**config.mk**
```make
export PLATFORM = sky130hd
export DESIGN_NAME = sqrt_seq_ctrl
export DESIGN_NICKNAME = d
export VERILOG_FILES = /design/src/rtl/sqrt_pkg.sv /design/src/rtl/sqrt_seq_ctrl.sv
export SDC_FILE = /design/constraint.sdc
export NUM_CORES = 1
export LEC_CHECK = 0
export CORE_AREA = 2 2 67 69
export CTS_CLUSTER_SIZE = 10
export DETAILED_ROUTE_END_ITERATION = 7
export DIE_AREA = 0 0 69 71
export DONT_BUFFER_PORTS = 1
export SYNTH_ARGS = -nofsm -noshare
export SYNTH_HDL_FRONTEND = slang
export SYNTH_SLANG_ARGS = --single-unit
export TNS_END_PERCENT = 1
```
**constraint.sdc**
```tcl
create_clock -name clk -period 1.65 [get_ports clk]
set_input_delay 0.33 -clock clk [delete_from_list [all_inputs] [get_ports clk]]
set_output_delay 0.33 -clock clk [all_outputs]
set_load 0.1 [all_outputs]
```
**src/rtl/sqrt_pkg.sv**
```systemverilog
// Shared definitions for the integer square-root sequencer and the AU it drives.
package sqrt_pkg;

    // Datapath widths. The radicand stays at 7 bits so that every AU
    // difference fits in signed 8-bit and bit 7 acts as an exact borrow flag.
    localparam int RAD_W  = 7;
    localparam int ROOT_W = 4;
    localparam int REM_W  = 5;
    localparam int AU_W   = 8;

    // AU operation selects
    localparam logic [1:0] AU_ADD = 2'b00;
    localparam logic [1:0] AU_SUB = 2'b10;
    localparam logic [1:0] AU_MAX = 2'b11;

    typedef enum logic [1:0] {
        IDLE  = 2'd0,
        ISSUE = 2'd1,
        EVAL  = 2'd2,
        DONE  = 2'd3
    } state_t;

    // Odd number 2*root+1, zero-extended to the AU operand width
    function automatic logic [AU_W-1:0] odd_of(input logic [ROOT_W-1:0] root);
        return {{(AU_W-ROOT_W-1){1'b0}}, root, 1'b1};
    endfunction

endpackage

```
**src/rtl/sqrt_seq_ctrl.sv**
```systemverilog
// Integer square root of a 7-bit radicand by odd-number subtraction.
// Feeds operands to a shared 1-cycle-latency AU and consumes its result:
// each iteration is an ISSUE cycle (register operands) followed by an EVAL
// cycle (sample the difference). A borrow on the difference ends the run.
module sqrt_seq_ctrl
    import sqrt_pkg::*;
(
    input  logic              clk,
    input  logic              rst,
    input  logic              in_valid,
    output logic              in_ready,
    input  logic [RAD_W-1:0]  radicand,
    output logic              out_valid,
    input  logic              out_ready,
    output logic [ROOT_W-1:0] root_out,
    output logic [REM_W-1:0]  rem_out,
    output logic [AU_W-1:0]   au_a,
    output logic [AU_W-1:0]   au_b,
    output logic [1:0]        au_sel,
    input  logic [AU_W-1:0]   au_out
);

    state_t            state;
    logic [RAD_W-1:0]  rem;
    logic [ROOT_W-1:0] root;

    // Borrow from the AU difference: set when the odd number exceeded rem
    logic borrow;
    assign borrow = au_out[AU_W-1];

    // Controller FSM with registered handshake, AU and result outputs
    always_ff @(posedge clk or posedge rst) begin
        if (rst) begin
            // NOTE: every register, including the working rem/root, is reset
            // so an aborted computation leaves nothing behind for the next one.
            state     <= IDLE;
            in_ready  <= 1'b1;
            out_valid <= 1'b0;
            root_out  <= '0;
            rem_out   <= '0;
            au_a      <= '0;
            au_b      <= '0;
            au_sel    <= AU_SUB;
            rem       <= '0;
            root      <= '0;
        end else begin
            // NOTE: non-blocking assignments throughout, so every branch reads
            // the pre-edge values of rem/root regardless of statement order.
            au_sel <= AU_SUB;
            case (state)
                IDLE: begin
                    if (in_valid) begin
                        rem      <= radicand;
                        root     <= '0;
                        in_ready <= 1'b0;
                        state    <= ISSUE;
                    end
                end
                ISSUE: begin
                    au_a  <= {{(AU_W-RAD_W){1'b0}}, rem};
                    au_b  <= odd_of(root);
                    state <= EVAL;
                end
                EVAL: begin
                    if (!borrow) begin
                        // Odd number fitted: keep the difference, grow the root
                        rem   <= au_out[RAD_W-1:0];
                        root  <= root + 1'b1;
                        state <= ISSUE;
                    end else begin
                        // Remainder never exceeds 2*root, so REM_W bits suffice
                        root_out  <= root;
                        rem_out   <= rem[REM_W-1:0];
                        out_valid <= 1'b1;
                        state     <= DONE;
                    end
                end
                DONE: begin
                    if (out_ready) begin
                        out_valid <= 1'b0;
                        in_ready  <= 1'b1;
                        state     <= IDLE;
                    end
                end
                default: state <= IDLE;
            endcase
        end
    end

endmodule
```
### After elaboration in Yosys (flattened, before gate mapping)

Index checks and enable logic that the tools add are counted.

* $add $sub $neg: 1
* eq/ne operators: 7
* mux-type cells: 16
* reduce and logical (&&, ||, !) cells: 9

Operator list (count)
* 2-to-1 mux 7 bit: 2
* one-hot mux 7 bit (2 select lines): 1
* AND reduction 3 bit: 3
* 2-to-1 mux 4 bit: 2
* != test 2 bit, second input constant: 4
* one-hot mux 2 bit (4 select lines): 1
* one-hot mux 4 bit (2 select lines): 1
* 2-to-1 mux 2 bit: 3
* nonzero test 2 bit: 3
* adder 4 x 1 -> 4 bit, second input constant: 1
* equality test 2 bit, second input constant: 2
* 2-to-1 mux 1 bit: 4
* one-hot mux 1 bit (2 select lines): 2
* AND reduction 2 bit: 2
* equality test 2 x 1 -> 1 bit, second input constant: 1
* zero test 2 bit: 1

* register bits: 36
* input port bits: 19
* output and inout port bits: 29
* word-level logic and storage cells: 42

### Depth between registers and ports, before layout

* depth in word-level cells: 3
* mapped depth: 6
* mapped depth without buffers: 4

### Worst setup path before layout

OpenSTA, ideal clock, no wires.

* path type: reg-to-reg
* from: register state[0]
* to: register rem[0]
* setup time: 127 ps
* data arrival time: 1202 ps
* required time: 1523 ps
* path slack: 321 ps
* cell stages (with the launch flop): 6
* path buffers: 2
* clock period less this slack: 1329 ps
* cell sequence: dfrtp_1 > buf_6 > or3b_1 > buf_6 > o22ai_2 > a21oi_1

* longest elaborated chain between the ends: 3
* elaborated cells between the ends (all ways): 7
* classes of those cells: eq/ne (3); mux (1); reduce/logical (3)

RTL lines
* start, declared: line sqrt_seq_ctrl.sv:23 `state_t state;`
* start signal, assigned: line sqrt_seq_ctrl.sv:36 `state <= IDLE;`
* start signal, assigned: line sqrt_seq_ctrl.sv:56 `state <= ISSUE;`
* start signal, assigned: line sqrt_seq_ctrl.sv:62 `state <= EVAL;`
* equality test 2 bit or zero test 2 bit (tied branches): line sqrt_seq_ctrl.sv:50 `case (state)`
* != test 2 bit (no source line) or nonzero test 2 bit (tied branches)
* AND reduction 3 bit (no source line)
* end signal, assigned: line sqrt_seq_ctrl.sv:53 `rem <= radicand;`
* end signal, assigned: line sqrt_seq_ctrl.sv:67 `rem <= au_out[RAD_W-1:0];`
* end, declared: line sqrt_seq_ctrl.sv:24 `logic [RAD_W-1:0] rem;`

Parallel ways exist; a longest one is shown, timed or not.
A chain may end at the register's enable or synchronous reset.

### Final worst setup path

* from: register in_ready
* to: output port in_ready

RTL lines
* start, declared: line sqrt_seq_ctrl.sv:11 `output logic in_ready,`
* start signal, assigned: line sqrt_seq_ctrl.sv:37 `in_ready <= 1'b1;`
* start signal, assigned: line sqrt_seq_ctrl.sv:55 `in_ready <= 1'b0;`
* start signal, assigned: line sqrt_seq_ctrl.sv:81 `in_ready <= 1'b1;`

No word-level cell between the ends.

==> flow_summary.html <==
<table>
<tr><th>Metric</th><th>Value</th></tr>
<tr><th colspan="2">Status</th></tr>
<tr><td>Run status</td><td>complete, no violations</td></tr>
<tr><th colspan="2">STA</th></tr>
<tr><td>Rel. slew slack</td><td>0.653</td></tr>
<tr><td>Worst-case hold slack</td><td>0.0374 ns</td></tr>
<tr><td>Achievable Freq</td><td>approximately 670 MHz</td></tr>
<tr><td>RSZ-0062 raised after global routing</td><td>no</td></tr>
<tr><td>Final Critical Period</td><td>1.48 ns</td></tr>
<tr><td>Final Hold Fails</td><td>0</td></tr>
<tr><td>Final period utilization</td><td>0.899</td></tr>
<tr><td>Final worst clock skew</td><td>0.00512 ns</td></tr>
<tr><td>Final max-slew violation count</td><td>0</td></tr>
<tr><td>Transition time at the pin with the least slew margin</td><td>0.520 ns</td></tr>
<tr><td>Number of setup violations in the final report</td><td>0</td></tr>
<tr><td>Setup TNS after final layout</td><td>0 ns</td></tr>
<tr><th colspan="2">Synth</th></tr>
<tr><td>Ys Warns</td><td>0</td></tr>
<tr><td>Seq cells post-synth</td><td>36</td></tr>
<tr><td>Cell type with the highest aggregate area in the netlist</td><td>sky130_fd_sc_hd__dfrtp_1</td></tr>
<tr><td>Cell area after technology mapping</td><td>0.00161 mm2</td></tr>
<tr><td>Synthesized netlist cell count</td><td>135</td></tr>
<tr><td>Top flip-flop cell by instance count after synthesis</td><td>sky130_fd_sc_hd__dfrtp_1</td></tr>
<tr><td>Number of flops mapped to enable cells by yosys</td><td>0</td></tr>
<tr><td>Fraction of registers with async set or reset after synthesis</td><td>1.00</td></tr>
<tr><td>Post-Synthesis Mean Instance Area</td><td>11.9 um2</td></tr>
<tr><td>Cell variety after synth</td><td>27</td></tr>
<tr><td>Sequential element share of the synthesized area</td><td>0.562</td></tr>
<tr><td>Cell types occupying the most area after synthesis</td><td>sky130_fd_sc_hd__dfrtp_1 55%, sky130_fd_sc_hd__mux2_1 11%, sky130_fd_sc_hd__o22ai_2 4.7%</td></tr>
<tr><td>Top-area cell type share of the netlist area</td><td>0.545</td></tr>
<tr><th colspan="2">Finish</th></tr>
<tr><td>Core occupancy in the finished layout</td><td>0.451</td></tr>
<tr><td>Layout cells sized above 1</td><td>0.280</td></tr>
<tr><td>Antenna cell count</td><td>0</td></tr>
<tr><td>Area overhead of the layout relative to synthesis</td><td>18.0%</td></tr>
<tr><td>Post-layout nets</td><td>between 150 and 200</td></tr>
<tr><th colspan="2">Placed design</th></tr>
<tr><td>Final weighted congestion in routability-driven placement</td><td>0.840</td></tr>
<tr><td># port buffers</td><td>0</td></tr>
<tr><td>Final HPWL DP</td><td>approximately 2.4 mm</td></tr>
<tr><th colspan="2">Floorplan</th></tr>
<tr><td>Top-Level Pins</td><td>48</td></tr>
<tr><td>Die area</td><td>0.00490 mm2</td></tr>
<tr><td>Placement row count</td><td>24</td></tr>
<tr><td>Area inside the core boundary</td><td>0.00420 mm2</td></tr>
<tr><td>Starting density of the core</td><td>0.382</td></tr>
<tr><td>Die Y</td><td>71 um</td></tr>
<tr><td>Die X</td><td>slightly below 70 um</td></tr>
<tr><th colspan="2">Clock tree</th></tr>
<tr><td>Clock net sink count</td><td>36</td></tr>
<tr><td>Number of setup buffers added after CTS</td><td>0</td></tr>
<tr><td>Maximum level of the CTS H-tree</td><td>2</td></tr>
<tr><td>CTS tree</td><td>built</td></tr>
<tr><td>Clock Path Buffers</td><td>2</td></tr>
<tr><td>Post-CTS clock slew at the launch and capture registers of the worst setup and hold paths</td><td>0.07 ns</td></tr>
<tr><td>TritonCTS Buffers</td><td>5</td></tr>
<tr><td>Post-CTS resize count</td><td>0</td></tr>
<tr><td>Cell at the root of the clock tree</td><td>sky130_fd_sc_hd__clkbuf_8</td></tr>
<tr><td>Clk Latency, worst-skew pair</td><td>~0.28 ns</td></tr>
<tr><td>Number of hold-repair buffers added at the cts stage</td><td>0</td></tr>
<tr><th colspan="2">Drt</th></tr>
<tr><td>Routed wire per std cell</td><td>between 10 and 15 um</td></tr>
<tr><td>DR pass1 iterations</td><td>4</td></tr>
<tr><td>Remaining antenna violation count after routing</td><td>0</td></tr>
<tr><td>Total via count after detailed routing</td><td>1062</td></tr>
<tr><td>Post-route DRC violation count</td><td>0</td></tr>
<tr><td>Drt via density</td><td>around 5</td></tr>
<tr><td>Detailed Route Iter0 Violations</td><td>82</td></tr>
<tr><td>Detailed Route WL</td><td>3.18 mm</td></tr>
<tr><th colspan="2">Worst setup path</th></tr>
<tr><td>Crit path arrival time</td><td>approximately 1.2 ns</td></tr>
<tr><td>Worst Path Class, Setup</td><td>reg -&gt; out</td></tr>
<tr><td>Endpoint required time on the critical path</td><td>about 1.3 ns</td></tr>
<tr><td>Capturing element type of the critical path</td><td>output port</td></tr>
<tr><td>Element type at the critical path start</td><td>flip-flop</td></tr>
<tr><td>Maximum fanout encountered on the critical timing path</td><td>3</td></tr>
<tr><th colspan="2">Global routing</th></tr>
<tr><td>Global route total overflow</td><td>0</td></tr>
<tr><td>Antenna violations before repair</td><td>0</td></tr>
<tr><td>Global router's overall resource usage</td><td>0.143</td></tr>
<tr><td>Pin count of the biggest net entering global routing</td><td>37</td></tr>
<tr><td>Global-route wire length before repair</td><td>5.40 mm</td></tr>
<tr><td>Number of global-route vias before repair</td><td>1071</td></tr>
<tr><th colspan="2">Job</th></tr>
<tr><td>Reported max-cap violation count</td><td>0</td></tr>
<tr><th colspan="2">Worst hold path</th></tr>
<tr><td>HP Class</td><td>in -&gt; async</td></tr>
</table>
-- path summary, 6_finish.rpt --
check	slack, ns	startpoint	depth (start not counted)	to
worst min register to register	0.48	rem[6]	1	au_a[6]
max in group asynchronous	1.26	rst	2	in_ready
worst min-delay path	0.04	rst	2	rem_out[2]
min in group clk	0.14	out_ready	1	state[0]
worst max-delay path	0.17	in_ready	0	in_ready
worst max register to register	0.20	state[1]	3	root[2]
-- state kept, by name, summed over array words and instances (netlist names) --
register and flops:
au_a 7, rem 7, au_b 5, rem_out 5, root 4, root_out 4
state 2, in_ready 1, out_valid 1
-- metal layers --
metal | vias to the layer above | wire length [um] | track usage
met5 | - | 0 | 0
met1 | 511 | 1360 | 0.193
met2 | 48 | 1450 | 0.206
met3 | 6 | 326 | 0.0641
met4 | 0 | 43 | 0.0458
li1 | 497 | - | -
-- Yosys cell counts (2+ instances only) --
cell type / number
sky130_fd_sc_hd__inv_1: 8
sky130_fd_sc_hd__buf_4: 6
sky130_fd_sc_hd__or3b_1: 2
sky130_fd_sc_hd__buf_2: 3
sky130_fd_sc_hd__nor2_1: 2
sky130_fd_sc_hd__dfrtp_1: 35
sky130_fd_sc_hd__a21oi_1: 11
sky130_fd_sc_hd__conb_1: 2
sky130_fd_sc_hd__nand2b_1: 6
sky130_fd_sc_hd__a21o_1: 2
sky130_fd_sc_hd__nand2_1: 12
sky130_fd_sc_hd__o22ai_2: 6
sky130_fd_sc_hd__o21ai_0: 9
sky130_fd_sc_hd__mux2i_1: 2
sky130_fd_sc_hd__buf_6: 3
sky130_fd_sc_hd__mux2_1: 15
-- cell usage in the layout (no fill, tap or decap), types with 2 or more instances in the layout --
cell type                  Yosys  routed
sky130_fd_sc_hd__a21o_1        2       2
sky130_fd_sc_hd__a21oi_1      11      11
sky130_fd_sc_hd__buf_4         6      26
sky130_fd_sc_hd__clkbuf_8      0       5
sky130_fd_sc_hd__conb_1        2       6
sky130_fd_sc_hd__dfrtp_1      35      35
sky130_fd_sc_hd__inv_1         8       8
sky130_fd_sc_hd__mux2_1       15      15
sky130_fd_sc_hd__mux2i_1       2       2
sky130_fd_sc_hd__nand2_1      12      12
sky130_fd_sc_hd__nand2b_1      6       6
sky130_fd_sc_hd__nor2_1        2       2
sky130_fd_sc_hd__o21ai_0       9       9
sky130_fd_sc_hd__o22ai_2       6       6
sky130_fd_sc_hd__or3b_1        2       2
-- through the flow --
stage | instance area (um2) | setup slack (ns) | instances
5_1_grt | 1900 | 0.124 | 213
3_3_place_gp | 1790 | 0.263 | 205
4_1_cts | 1900 | 0.152 | 213
6_report | 1900 | 0.167 | 213
2_1_floorplan | 1620 | 0.321 | 139
3_5_place_dp | 1790 | 0.199 | 205
-- cell type report --
type	count	area [um2]
Sequential cell	36	902
Clock inverter	2	35.0
Clock buffer	6	72.6
Tap cell	52	65.1
Fill cell	409	2310
Inverter	8	30.0
Multi-Input combinational cell	83	596
Timing Repair Buffer	26	195
-- logic make-up (layout without fill, tap and decap cells) --
group | count (synthesis) | count (layout) | share of synthesized area
compound gates | 30 | 30 | 0.127
fa+ha+maj | 1 | 1 | 0.00779
buf+inv | 20 | 42 | 0.0771
flops | 36 | 36 | 0.562
mux | 18 | 18 | 0.125
other cells | 2 | 6 | 0.00467
simple gates | 28 | 28 | 0.0974
Power is not shown: default switching activity piles up to over one toggle a cycle in this logic, so the estimate is an artifact.
==> edit 1 (same flow settings) <==
Make the reset (`rst`) synchronous in one clocked block.
--- a/src/rtl/sqrt_seq_ctrl.sv
+++ b/src/rtl/sqrt_seq_ctrl.sv
@@ -31,3 +31,3 @@
     // Controller FSM with registered handshake, AU and result outputs
-    always_ff @(posedge clk or posedge rst) begin
+    always_ff @(posedge clk) begin
         if (rst) begin
Formal check against the unedited RTL: differs if rst is asserted again (counterexample within 4 cycles, from zero or initial values and one cycle with rst high); with rst held inactive, the same outputs for 10 cycles.
==> edit 1 against the unedited design <==
- register-to-register slack improved by 0.06 ns
- critical path depth is 3 higher
- setup slack improved by 0.095 ns
- routed wire length is 2.2% higher
- cell area shrank 1.9%
- synthesized cell count grew 33%
- sequential cell count is the same
- highest routed layer unchanged
- cell count up 19%
- synthesized area is 2.1% lower
==> edit 1: results (changes against the unedited design) <==
Synth top cells by count 36 x dfxtp_1, 30 x nand2_1, 29 x nor2_1, 18 x a21oi_1, 11 x mux2i_1; Synth area leaders dfxtp_1 46%, nand2_1 7.2%, mux2i_1 7.0%, nor2_1 6.9%, a2111oi_2 6.7%; Crit Path Max Fanout 11 (+8); largest net degree at the start of global routing 39 (+5.4%); class of the worst hold path in2reg; Non-Filler Instances 254 (+19%); CTS Buffer Depth 2 (unchanged); Clock Pin Slew Worst Setup and Hold Paths 0.07 ns (about the same); DP Worst Slack 0.255 ns (+0.0556 ns); Worst-Skew Late Latency 0.29 ns; GP Congestion 0.765 (-9.0%); synthesized area per cell 8.74 um^2 (-27%); Worst EP arrival 1.57 ns (+0.42 ns); via/cell ratio 4.81 (-3.4%); status completed; nets 221 (+23%); Unique masters post-synth 25 (-7.4%); initial antenna violation count 0 (unchanged); DP HPWL 2.23 mm (-7.2%); Clock Skew 0.00734 ns (+0.00222 ns); dpl cells 246 (+20%); FILL cells 433 (+5.9%); placed cell area 0.00175 mm^2 (-2.0%); worst r2r dst rem[1]; Synth Area in XOR/XNOR 0% (unchanged); slowest stage cell, crit path dfxtp_1; mux contribution to synthesized area 7.00% (-5.5 points); worst reg2reg startpoint state[0]; WHS 0.104 ns (+0.0663 ns); sequential area share after synthesis 45.8% (-10 points); adder-cell share of the synthesized area 0.796% (+0.017 points); Synth Area in Compound Gates 16.1% (+3.5 points); GRT Util Overall 14.3% (about the same); detailed-route wire length 3.25 mm (+2.2%); global-route wire length before repair 5.46 mm (+1.0%); flop2flop setup slack 0.26 ns (+0.06 ns); share of cells above drive strength 1 21.8% (-6.2 points); Async SR Flop Fraction 0% (-100 points); YS warnings 0 (unchanged); setup bufs post-CTS 0 (unchanged); number of global-route vias before repair 1174 (+9.6%); DRC violation total after the first TritonRoute iteration 62 (-24%)
-- edit 1: changes by cell type after synthesis, moves of 9 or more --
cell     delta
mux2_1     -15
dfrtp_1    -35
dfxtp_1    +36
mux2i_1     +9
o21ai_0     -9
nor2_1     +27
nand2_1    +18
-- edit 1: cell families (layout without fill, tap and decap cells) --
logic type,after synthesis,count (layout)
mux,11,11
simple gates,74,74
flops,36,36
compound gates,32,32
fa+ha+maj,1,1
buf+inv,24,42
other cells,2,6
-- edit 1: routing by layer --
layer	vias to the layer above	global-route usage [%]	part of all wire, %
li1	628	-	-
met1	557	16.2	42
met4	0	7.19	2.3
met2	31	23.6	50
met3	7	5.27	6.4
met5	-	0	0
-- edit 1: worst max-delay path by stage --
stage               slack (ns)        end  startpoint  cells after the start
floorplan                 0.30  out_valid   out_valid                      3
global placement          0.30     rem[4]    state[0]                      3
detailed placement        0.25     rem[1]    state[0]                      3
CTS                       0.24     rem[1]    state[0]                      3
global route              0.07     rem[1]    state[0]                      3
finish                    0.26     rem[1]    state[0]                      3
-- edit 1: layout make-up --
| type | count | area [um^2] | area share, % |
|---|---|---|---|
| tap | 52 | 65.1 | 3.50 |
| clock inverter | 2 | 35.0 | 1.88 |
| inverter | 7 | 26.3 | 1.41 |
| timing repair buffer | 27 | 203 | 10.9 |
| multi-input combinational | 124 | 737 | 39.6 |
| clock buffer | 6 | 72.6 | 3.90 |
| sequential | 36 | 721 | 38.8 |
-- edit 1: power by group --
group	total (W)	switching (W)	leakage (nW)	internal [W]
clock	0.000756	0.000307	0.0552	0.000448
combinational	0.000361	0.000268	0.447	0.0000929
sequential	0.000933	0.0000257	0.293	0.000908
total	0.00205	0.000601	0.796	0.00145
==> edit 2 (config.mk and constraints unchanged) <==
Made on the original files. `ROOT_W`: 4 -> 6.
--- a/src/rtl/sqrt_pkg.sv
+++ b/src/rtl/sqrt_pkg.sv
@@ -6,3 +6,3 @@
     localparam int RAD_W  = 7;
-    localparam int ROOT_W = 4;
+    localparam int ROOT_W = 6;
     localparam int REM_W  = 5;
Ports: changed (resized root_out); port bits go from 48 to 50. No check against the original RTL was run, so the function may have changed too.
==> edit 2 against the unedited design <==
- hold slack gained 0.0094 ns
- critical endpoint unchanged
- largest cell class unchanged
- setup slack got worse by 0.0081 ns
- routed wire length up 4.1%
- synthesized cell count increased by 5.9%
- critical path type unchanged
- clock skew grew 0.0021 ns
- sequential cell count is 6 higher
- count of clock-buffer cells in the layout up 1
- cell count is 8.0% higher
- synthesized area rose by 12%
- global-route usage rose by 0.96 points
- cell area grew 14%
Power is left out: the tool's default activity adds up to more than one toggle a clock period on the data nets, which glitch-free logic cannot reach.
==> edit 2: results (changes against the unedited design) <==
status completed; First-pass DRT Iterations 4 (unchanged); worst slew pin tran 0.524 ns (+0.00448 ns); Unique masters post-synth 29 (+7.4%); clock network area share 4.21% (-1.5 points); buffering overhead 12.3% (+2.0 points); area growth from synthesis to layout 20.2%; FILL cells 382 (-6.6%); DRC violation total after the first TritonRoute iteration 39 (-52%); initial antenna violation count 0 (unchanged); global-route wire length before repair 5.71 mm (+5.8%); CLK BUF 7 (+1); clock sinks 42 (+17%); flop2flop setup slack 0.22 ns (+0.02 ns); Post-synth EDFFs 0 (unchanged); post-CTS resize count 0 (unchanged); Crit Path Max Fanout 3 (unchanged); GP Congestion 0.807 (-4.0%); DP HPWL 2.47 mm (+2.6%); antenna cells 0 (unchanged); total CTS buffers 5 (unchanged); dpl cells 222 (+8.3%); Logic inverters 3 (-5); WHS 0.0468 ns (+0.00936 ns); Async SR Flop Fraction 100% (unchanged); Cells after Synth 143 (+5.9%); sequential cell area share 48.5% (+0.91 points); bufs w/o clock 34 (+31%); CTS Buffer Depth 2 (unchanged); DP Worst Slack 0.212 ns (+0.0125 ns); YS warnings 0 (unchanged); sequential area share after synthesis 58.3% (+2.2 points); share of cells above drive strength 1 41.6% (+14 points); Worst EP arrival 1.16 ns; Synth area leaders dfrtp_1 57%, mux2_2 14%, mux2i_1 3.9%, a21oi_1 2.8%, buf_4 2.5%; number of global-route vias before repair 1185 (+11%); Synth top cells by count 41 x dfrtp_1, 22 x mux2_2, 12 x nor2_1, 10 x a21oi_1, 8 x nand2_1; Largest regs au_a: 7 flops, au_b: 7 flops, rem: 7 flops; IO Port Bufs 0 (unchanged); setup bufs post-CTS 0 (unchanged); detailed-route wire length 3.31 mm (+4.1%); GRT Util Overall 15.2% (+0.96 points); Non-Filler Instances 230 (+8.0%); Multi-In Gates 91 (+9.6%); DR vias 1138 (+7.2%); Multi-input gate area 682 um^2 (+14%); Root Buffer Master clkbuf_8; # H-tree levels 2 (unchanged); nets 197 (+9.4%); class of the worst hold path in2async; Worst-Skew Late Latency 0.29 ns; Clock Pin Slew Worst Setup and Hold Paths 0.07 ns (about the same); core area 0.00420 mm^2 (unchanged); maximum clock frequency 671 MHz (-0.55%); placed cell area 0.00208 mm^2 (+16%); largest net degree at the start of global routing 43 (+16%); Clock Skew 0.00722 ns (+0.00210 ns)
[edit 2: worst paths after layout]
path                                  to  depth (start not counted)  startpoint
worst max-delay path            in_ready                          0    in_ready
worst max register to register    rem[4]                          5    state[1]
max in group asynchronous       in_ready                          2         rst
worst min register to register   au_b[2]                          2     au_b[2]
worst min-delay path             au_a[6]                          2         rst
min in group clk                 root[0]                          1   au_out[7]
[edit 2: routing by layer]
layer | GRT usage, % | part of all wire, % | vias to the layer above
li1 | - | - | 552
met1 | 17.6 | 41 | 549
met2 | 25.6 | 51 | 31
met3 | 5.56 | 5.9 | 6
met4 | 6.54 | 2.1 | 0
met5 | 0 | 0 | -
[edit 2: cell families after synthesis]
kind of cell / share of synthesized area (%)
xor+xnor: 1.46
compound gates: 8.74
mux: 17.6
fa+ha+maj: 0.693
other cells: 0.416
buf+inv: 4.30
flops: 58.3
simple gates: 8.46
